[config.mk]
export PLATFORM = sky130hd
export DESIGN_NAME = bcd_counter_9675
export DESIGN_NICKNAME = d
export VERILOG_FILES = /design/src/rtl/bcd_pkg.sv /design/src/rtl/bcd_digit.sv /design/src/rtl/bcd_counter_9675.sv
export SDC_FILE = /design/constraint.sdc
export NUM_CORES = 1
export LEC_CHECK = 0
export ABC_CLOCK_PERIOD_IN_PS = 1600
export BUFFER_PORTS_ARGS = -buffer_cell sky130_fd_sc_hd__buf_2
export CAP_MARGIN = 20
export CORE_MARGIN = 3
export CORE_UTILIZATION = 51
export CTS_BUF_LIST = sky130_fd_sc_hd__clkbuf_2
export DETAILED_ROUTE_END_ITERATION = 12
export PLACE_DENSITY = 0.77
export SYNTH_ARGS = -nofsm -noshare
export SYNTH_HDL_FRONTEND = slang
export SYNTH_SLANG_ARGS = --single-unit
[constraint.sdc]
create_clock -name clk -period 1.6 [get_ports clk]
set_input_delay 0.32 -clock clk [delete_from_list [all_inputs] [get_ports clk]]
set_output_delay 0.32 -clock clk [all_outputs]
set_load 0.01 [all_outputs]
[src/rtl/bcd_pkg.sv]
// Shared types and constants for the four-digit packed-BCD counter.
package bcd_pkg;

   typedef logic [3:0] bcd_digit_t;

   localparam bcd_digit_t BCD_MAX    = 4'd9;
   localparam int         NUM_DIGITS = 4;
   localparam int         DIGIT_W    = 4;

   // True when the value is a legal single BCD digit (0..9).
   function automatic bit is_bcd(input int value);
      return (value >= 0) && (value <= int'(BCD_MAX));
   endfunction

endpackage : bcd_pkg

[src/rtl/bcd_digit.sv]
// One BCD digit: counts 0..9 on inc, clears on clr_d, flags carry and limit match.
module bcd_digit
   import bcd_pkg::*;
(
   input  logic       clk,
   input  logic       rst,
   input  logic       inc,
   input  logic       clr_d,
   input  bcd_digit_t limit,
   output bcd_digit_t digit,
   output logic       carry_out,
   output logic       hit
);

   bcd_digit_t digit_q;
   bcd_digit_t digit_next;

   // Next count value; a 9 (or any illegal nibble) rolls back to 0 so the register stays BCD.
   always_comb begin
      digit_next = digit_q + 4'd1;
      if ((digit_q == BCD_MAX) || !is_bcd(int'(digit_q))) begin
         digit_next = '0;
      end
   end

   // Digit register: clear has priority over increment, otherwise hold.
   always_ff @(posedge clk or negedge rst) begin
      if (!rst) begin
         digit_q <= '0;
      end else if (clr_d) begin
         digit_q <= '0;
      end else if (inc) begin
         digit_q <= digit_next;
      end
   end

   assign digit     = digit_q;
   assign carry_out = inc && (digit_q == BCD_MAX);
   assign hit       = (digit_q == limit);

endmodule : bcd_digit

[src/rtl/bcd_counter_9675.sv]
// Four-digit BCD up-counter with enable synchroniser, programmable terminal value,
// wrap-or-saturate behaviour, per-digit rollover blink toggles and a wrap pulse.
module bcd_counter_9675
   import bcd_pkg::*;
#(
   parameter int LIM3        = 9,
   parameter int LIM2        = 6,
   parameter int LIM1        = 7,
   parameter int LIM0        = 5,
   parameter int WRAP        = 1,
   parameter int SYNC_STAGES = 2
)(
   input  logic        clk,
   input  logic        rst,
   input  logic        ena,
   input  logic        clr,
   output logic [15:0] Qdata,
   output logic [3:0]  blink,
   output logic        tc,
   output logic        wrap
);

   // Illegal limits or a too-short synchroniser must stop elaboration.
   if (!is_bcd(LIM3) || !is_bcd(LIM2) || !is_bcd(LIM1) || !is_bcd(LIM0)
       || (SYNC_STAGES < 2)) begin : g_param_check
      $fatal(1, "bcd_counter_9675: LIMx must be 0..9 and SYNC_STAGES >= 2");
   end

   localparam logic [15:0] TERMINAL = {4'(LIM3), 4'(LIM2), 4'(LIM1), 4'(LIM0)};
   localparam bit          DO_WRAP  = (WRAP != 0);

   logic [SYNC_STAGES-1:0]   sync_q;
   logic                     ena_s;
   logic [NUM_DIGITS-1:0]    inc;
   logic [NUM_DIGITS-1:0]    carry;
   logic [NUM_DIGITS-1:0]    hit;
   logic [NUM_DIGITS-1:0]    nonzero;
   bcd_digit_t               digits [NUM_DIGITS];
   logic                     at_term;
   logic                     count_step;
   logic                     term_wrap;
   logic                     clr_d;
   logic [3:0]               blink_q;
   logic                     wrap_q;

   // The raw switch level is brought into the clk domain through a plain flop chain.
   always_ff @(posedge clk or negedge rst) begin
      if (!rst) begin
         sync_q <= '0;
      end else begin
         sync_q <= {sync_q[SYNC_STAGES-2:0], ena};
      end
   end

   assign ena_s = sync_q[SYNC_STAGES-1];

   // Terminal detection and the three mutually exclusive actions: clear, step, terminal wrap.
   always_comb begin
      at_term    = &hit;
      count_step = ena_s && !clr && !at_term;
      term_wrap  = DO_WRAP && ena_s && !clr && at_term;
      clr_d      = clr || term_wrap;
      inc        = {carry[NUM_DIGITS-2:0], count_step};
      for (int i = 0; i < NUM_DIGITS; i++) begin
         nonzero[i] = (digits[i] != '0);
      end
   end

   for (genvar i = 0; i < NUM_DIGITS; i++) begin : g_digit
      bcd_digit u_digit (
         .clk       (clk),
         .rst       (rst),
         .inc       (inc[i]),
         .clr_d     (clr_d),
         .limit     (TERMINAL[i*DIGIT_W +: DIGIT_W]),
         .digit     (digits[i]),
         .carry_out (carry[i]),
         .hit       (hit[i])
      );
   end

   // Blink bits flip whenever their digit returns to 0 by rollover or terminal wrap.
   always_ff @(posedge clk or negedge rst) begin
      if (!rst) begin
         blink_q <= '0;
      end else if (term_wrap) begin
         blink_q <= blink_q ^ nonzero;
      end else if (count_step) begin
         blink_q <= blink_q ^ carry;
      end
   end

   // Wrap pulse lasts exactly one cycle since it is recomputed every edge.
   always_ff @(posedge clk or negedge rst) begin
      if (!rst) begin
         wrap_q <= 1'b0;
      end else begin
         wrap_q <= term_wrap;
      end
   end

   assign Qdata = {digits[3], digits[2], digits[1], digits[0]};
   assign blink = blink_q;
   assign tc    = at_term;
   assign wrap  = wrap_q;

endmodule : bcd_counter_9675

# Yosys cells after proc, flatten, opt, wreduce, memory -nomap -nowiden
# Index checks and enable logic that the tools add are counted.
# op_classes
mul,0
n_div,0
shift,0
n_reduce_logical,28
muxes,14
eq_ne,7
magnitude_cmp,4
addsub,4
bitwise,2
# ops
operator,n
4-bit 2-to-1 mux,14
4-bit by 1-bit adder with 4-bit output (second input constant),4
4-bit == test (second input constant),4
4-bit <= comparator (second input constant),4
4-bit nonzero test,4
4-bit by 3-bit == test with 1-bit output (second input constant),3
2-bit nonzero test,5
4-bit bitwise XOR,2
1-bit logical AND,7
1-bit logical NOT,6
1-bit logical OR,5
4-bit AND reduction,1
# totals
reg_bits,23
ramBits,0
latch_bits,0
out_inout_bits,22
inputBits,4
mem_count,0
rom_bits,0
elab_cells,66

# Depth between registers and ports, before layout
# depth
word_depth,11
ltp_mapped,7
ltp_nobuf,6

# Modules after synthesis
# A second synthesis with hierarchy kept.
# hier_totals
cells_unflattened,169
area_unflattened_um2,1619.1
# modules_own_cells
module,cells_each,instances,area_per_inst_um2,seq_area_each_um2
bcd_digit,32,4,304.0,100.1
bcd_counter_9675,41,1,402.9,175.2

# Worst setup path before layout
# OpenSTA, ideal clock, no wires.
# synth_timing
path_kind,reg2reg
from,register g_digit[0].u_digit.digit_q[1]
to,register g_digit[3].u_digit.digit_q[3]
arrival_time_ps,1741
path_buffers,1
required_time_ps,1474
setup_ps,126
path_slack_ps,-267
stages_incl_launch_ff,8
period_less_slack_ps,1867
path_cell_list,dfrtp_1 -> inv_1 -> ha_1 -> or3b_4 -> nor4_4 -> a21o_1 -> buf_6 -> nor3_1
# synth_via
elab_chain_cells,8
elab_cells_between_ends,12
classes_between,eq/ne: 2; mux: 1; reduce/logical: 9
# synth_rtl
item,line,text
from (decl),bcd_digit.sv:15,bcd_digit_t digit_q;
from (signal assigned),bcd_digit.sv:33,digit_q <= digit_next;
4-bit by 3-bit == test with 1-bit output (*),bcd_digit.sv:39,assign hit = (digit_q == limit);
4-bit AND reduction (*),bcd_counter_9675.sv:59,at_term = &hit;
named net tc,bcd_counter_9675.sv:19,"output logic tc,"
1-bit logical NOT,bcd_counter_9675.sv:60,count_step = ena_s && !clr && !at_term;
1-bit logical AND,bcd_counter_9675.sv:60,
1-bit logical AND (3 in a row),bcd_digit.sv:38,assign carry_out = inc && (digit_q == BCD_MAX);
2-bit nonzero test (no line),n/a,
to (signal assigned),bcd_digit.sv:33,
to (decl),bcd_digit.sv:15,
# Mark *: on every way through the listed nets, which the timed path passes. The rest lies on a longest branch.
# A chain may end at the register's enable or synchronous reset.

# Final worst setup path
# layout_timing
from,register g_digit[0].u_digit.digit_q[1]
to,output tc
# layout_via
elab_chain_cells,2
# layout_rtl
item,line
4-bit by 3-bit == test with 1-bit output,bcd_digit.sv:39
4-bit AND reduction,bcd_counter_9675.sv:59
to (decl),bcd_counter_9675.sv:19
# No other way between the ends.

==> results by group <==
GRT
  – Vias in the first global route: 1471
  – Largest net degree at the start of global routing: 24
  – Initial antenna violation count: 0
  – First-pass GRT wire length: 6980 µm
  – Final global-route overflow total: 0
  – Total track usage: 27.5%

Finish
  – Area Overhead vs Synth: 57.0%
  – Most common cell after layout, fill and taps aside: buf_4
  – Fraction of layout instances using a drive strength above 1: 55.1%
  – Highest-count cells in the layout ignoring fill and taps: buf_4 (38), buf_2 (25), dfrtp_1 (23), nor2_1 (11)
  – Final #Nets: 234
  – Final Util: 87.2%
  – FILL cells: 121
  – Ant diodes: 0
  – Final instance area: 2220 µm²

Placement
  – Final Wtd Congestion: 0.838
  – Worst slack, placed: -0.220 ns
  – Area of placed instances: 1840 µm²
  – Port-buffer cells: 25
  – DP HPWL: 2780 µm

Detailed routing
  – TritonRoute pass-1 iters: 4
  – DRC: 0
  – Total wire length: 5090 µm
  – Initial DRC Count: 54
  – Wire length per cell: 20.7 µm
  – Vias: 1481
  – Antenna-violating nets left: 0
  – Vias per inst: 6.02

Pwr
  – VDD IR max: 0.000612 V
  – Pwr dens: 461 nW/µm²
  – Leak Pwr: 0.00110 µW

Floorplan
  – Core area: 2540 µm²
  – Die area: 3440 µm²
  – Die H: 58.6 µm
  – Row count: 18
  – I/O pin total: 26
  – Die X: 58.6 µm
  – Initial Utilization: 55.5%

Setup path
  – Slowest cell delay on critical path: 0.45 ns
  – CP Data Required Time: 1.28 ns
  – CP max FO: 2
  – Worst path slowest cell: dfrtp_1
  – Worst EP arrival: 1.81 ns
  – Worst setup SP type: flop
  – CP Capture Type: primary output
  – Cell Chain, Critical Path: inv_2, ha_4, or3b_4, nor4_4, buf_2
  – Crit Path Category: reg -> out
  – R2R depth: 8

Logic synthesis
  – Largest family of logic cells by synthesized area: simple AND/OR/NAND/NOR gates
  – Top cell type's share of synthesized area: 40.7%
  – Post-synthesis adder-cell area fraction: 11.5%
  – Mux cell area share after synthesis: 1.51%
  – Post-synthesis register bit count: 23
  – Synth Area in Compound Gates: 13.5%
  – Post-Synth Simple-Gate Area: 25.4%
  – Cell variety after synth: 36
  – Ys Warns: 0
  – Mapped cell area: 1410 µm²
  – Dominant cells by area after synthesis: dfrtp_1 (41%), ha_1 (12%), nor2_1 (3.7%), a21oi_1 (3.2%), inv_1 (3.2%)
  – Area leader, netlist: dfrtp_1
  – Sequential-to-total area share from yosys stat: 40.7%
  – Synth Instances: 141
  – Syn avg cell area: 10.0 µm²
  – Post-synth net total: 158
  – Xor-xnor portion of the synthesized cell area: 2.48%

Clock tree
  – Clock tree buffer depth: 2
  – H-Tree Depth: 1
  – Clk slew on worst S/H paths: 0.24 ns
  – Num CTS Buffers: 3
  – CTS tree: done
  – Worst-Skew Late Latency: 0.36 ns
  – Clk sink count: 23
  – CTS root buf: clkbuf_2

Min path
  – Hold Path Stages: 1
  – Worst hold path class: in -> reg

STA
  – Final setup margin: -0.531 ns
  – Fin crit share: 133%
  – Max-Slew Margin vs Limit: 63.3%
  – Setup TNS: -5.92 ns
  – Worst-Margin Slew: 0.550 ns
  – Finish-stage setup viols: 21
  – Final Hold Vio Count: 0
  – Fmax: 469 MHz
  – Clock Skew: 0.0141 ns
  – Unrepaired setup endpoints after global routing: yes
  – Final hold slack: 0.0556 ns
  – Max-slew violations: 0
  – Final min period: 2.13 ns

Flow run
  – Max-cap viol count: 0

Outcome
  – Failing checks: setup timing
  – Status: complete, but fails checks
==> final timing paths <==
kind	startpoint	endpoint	slack, ns
min in group asynchronous	rst	g_digit[2].u_digit.digit[3]	0.43
worst min register to register	sync_q[0]	sync_q[1]	0.40
max in group asynchronous	rst	g_digit[3].u_digit.digit[1]	0.80
worst max-delay path	g_digit[0].u_digit.digit[1]	tc	-0.53
worst min-delay path	ena	sync_q[0]	0.06
worst max register to register	g_digit[0].u_digit.digit[1]	blink[3]	-0.47
==> worst max-delay path, delay by kind of cell (launching register included) <==
kind | cells | cell delay (ns)
adders and majority gates | 1 | 0.12
and+or+nand+nor | 2 | 0.59
buffers and inverters | 2 | 0.28
DFF | 1 | 0.45
==> power by group <==
| group | total [µW] | switching (µW) | leakage, µW | internal, µW |
|---|---|---|---|---|
| combinational | 170 | 88.7 | 0.000776 | 81.6 |
| clock | 252 | 195 | 0.0000164 | 56.7 |
| sequential | 601 | 10.1 | 0.000313 | 591 |
| total | 1020 | 294 | 0.00110 | 730 |
==> layout make-up <==
class                           count  area, µm²  share of cell area [%]
Clock buffer                        3       15.0                   0.677
Multi-Input combinational cell    102        976                    44.0
Tap cell                           30       37.5                    1.69
Inverter                           12       52.6                    2.37
Sequential cell                    23        576                    25.9
Timing Repair Buffer               75        557                    25.1
Clock inverter                      1       5.00                   0.226
==> what timing repair did <==
action,CTS,global route
cloned,1,0
setup buffers,10,4
hold buffers,1,0
hold endpoints to repair,23,0
gates resized for setup,26,32
setup endpoints to repair,20,20
pin swaps,11,20
==> through the flow <==
stage,total power (µW),instances
5_1_grt,1050,246
2_1_floorplan,663,141
3_5_place_dp,720,229
6_report,1020,246
4_1_cts,991,244
3_3_place_gp,714,229
==> flip-flops by register name (all words and copies together), names as in the netlist <==
name                   flops
blink                      4
g_digit.u_digit.digit     16
sync_q                     2
wrap                       1
==> synthesized netlist by cell type <==
cell type  instances
buf_2              1
buf_6              1
buf_1              1
o31ai_1            4
xnor2_1            4
nand2b_1           1
dfrtp_1           23
nand3b_1           3
o21ai_0            6
and4b_1            1
nand4b_2           1
or3_1              1
nand2_1            9
a311oi_1           2
a21oi_1            9
or2_1              1
nor4_4             2
a21o_1             2
nor4bb_1           1
nand4_1            1
or3b_4             2
nor3_2             1
a41oi_1            2
mux2_2             1
nand4b_1           4
mux2i_1            1
clkbuf_1           1
nor3_1             5
a2111oi_4          1
a22oi_1            1
nand3_1            7
nand4bb_1          1
inv_1             12
or3b_2             1
nor2_1            14
ha_1              13
==> cell families (layout without fill, tap and decap cells) <==
kind of cell               Yosys count  count (layout)
AOI/OAI and AO/OA                   27              27
muxes                                2               2
and+or+nand+nor                     56              56
xor gates and xnor gates             4               4
DFF                                 23              23
buffers and inverters               16              91
adders and majority gates           13              13
==> layer usage <==
metal  GRT usage (%)  vias up  wire (µm)
met2            48.2       82       2580
li1                -      651          -
met4            14.2        0        299
met1            33.4      716       1910
met3            2.41       32        292
met5               0        -          0
(Power assumes the default switching activity.)
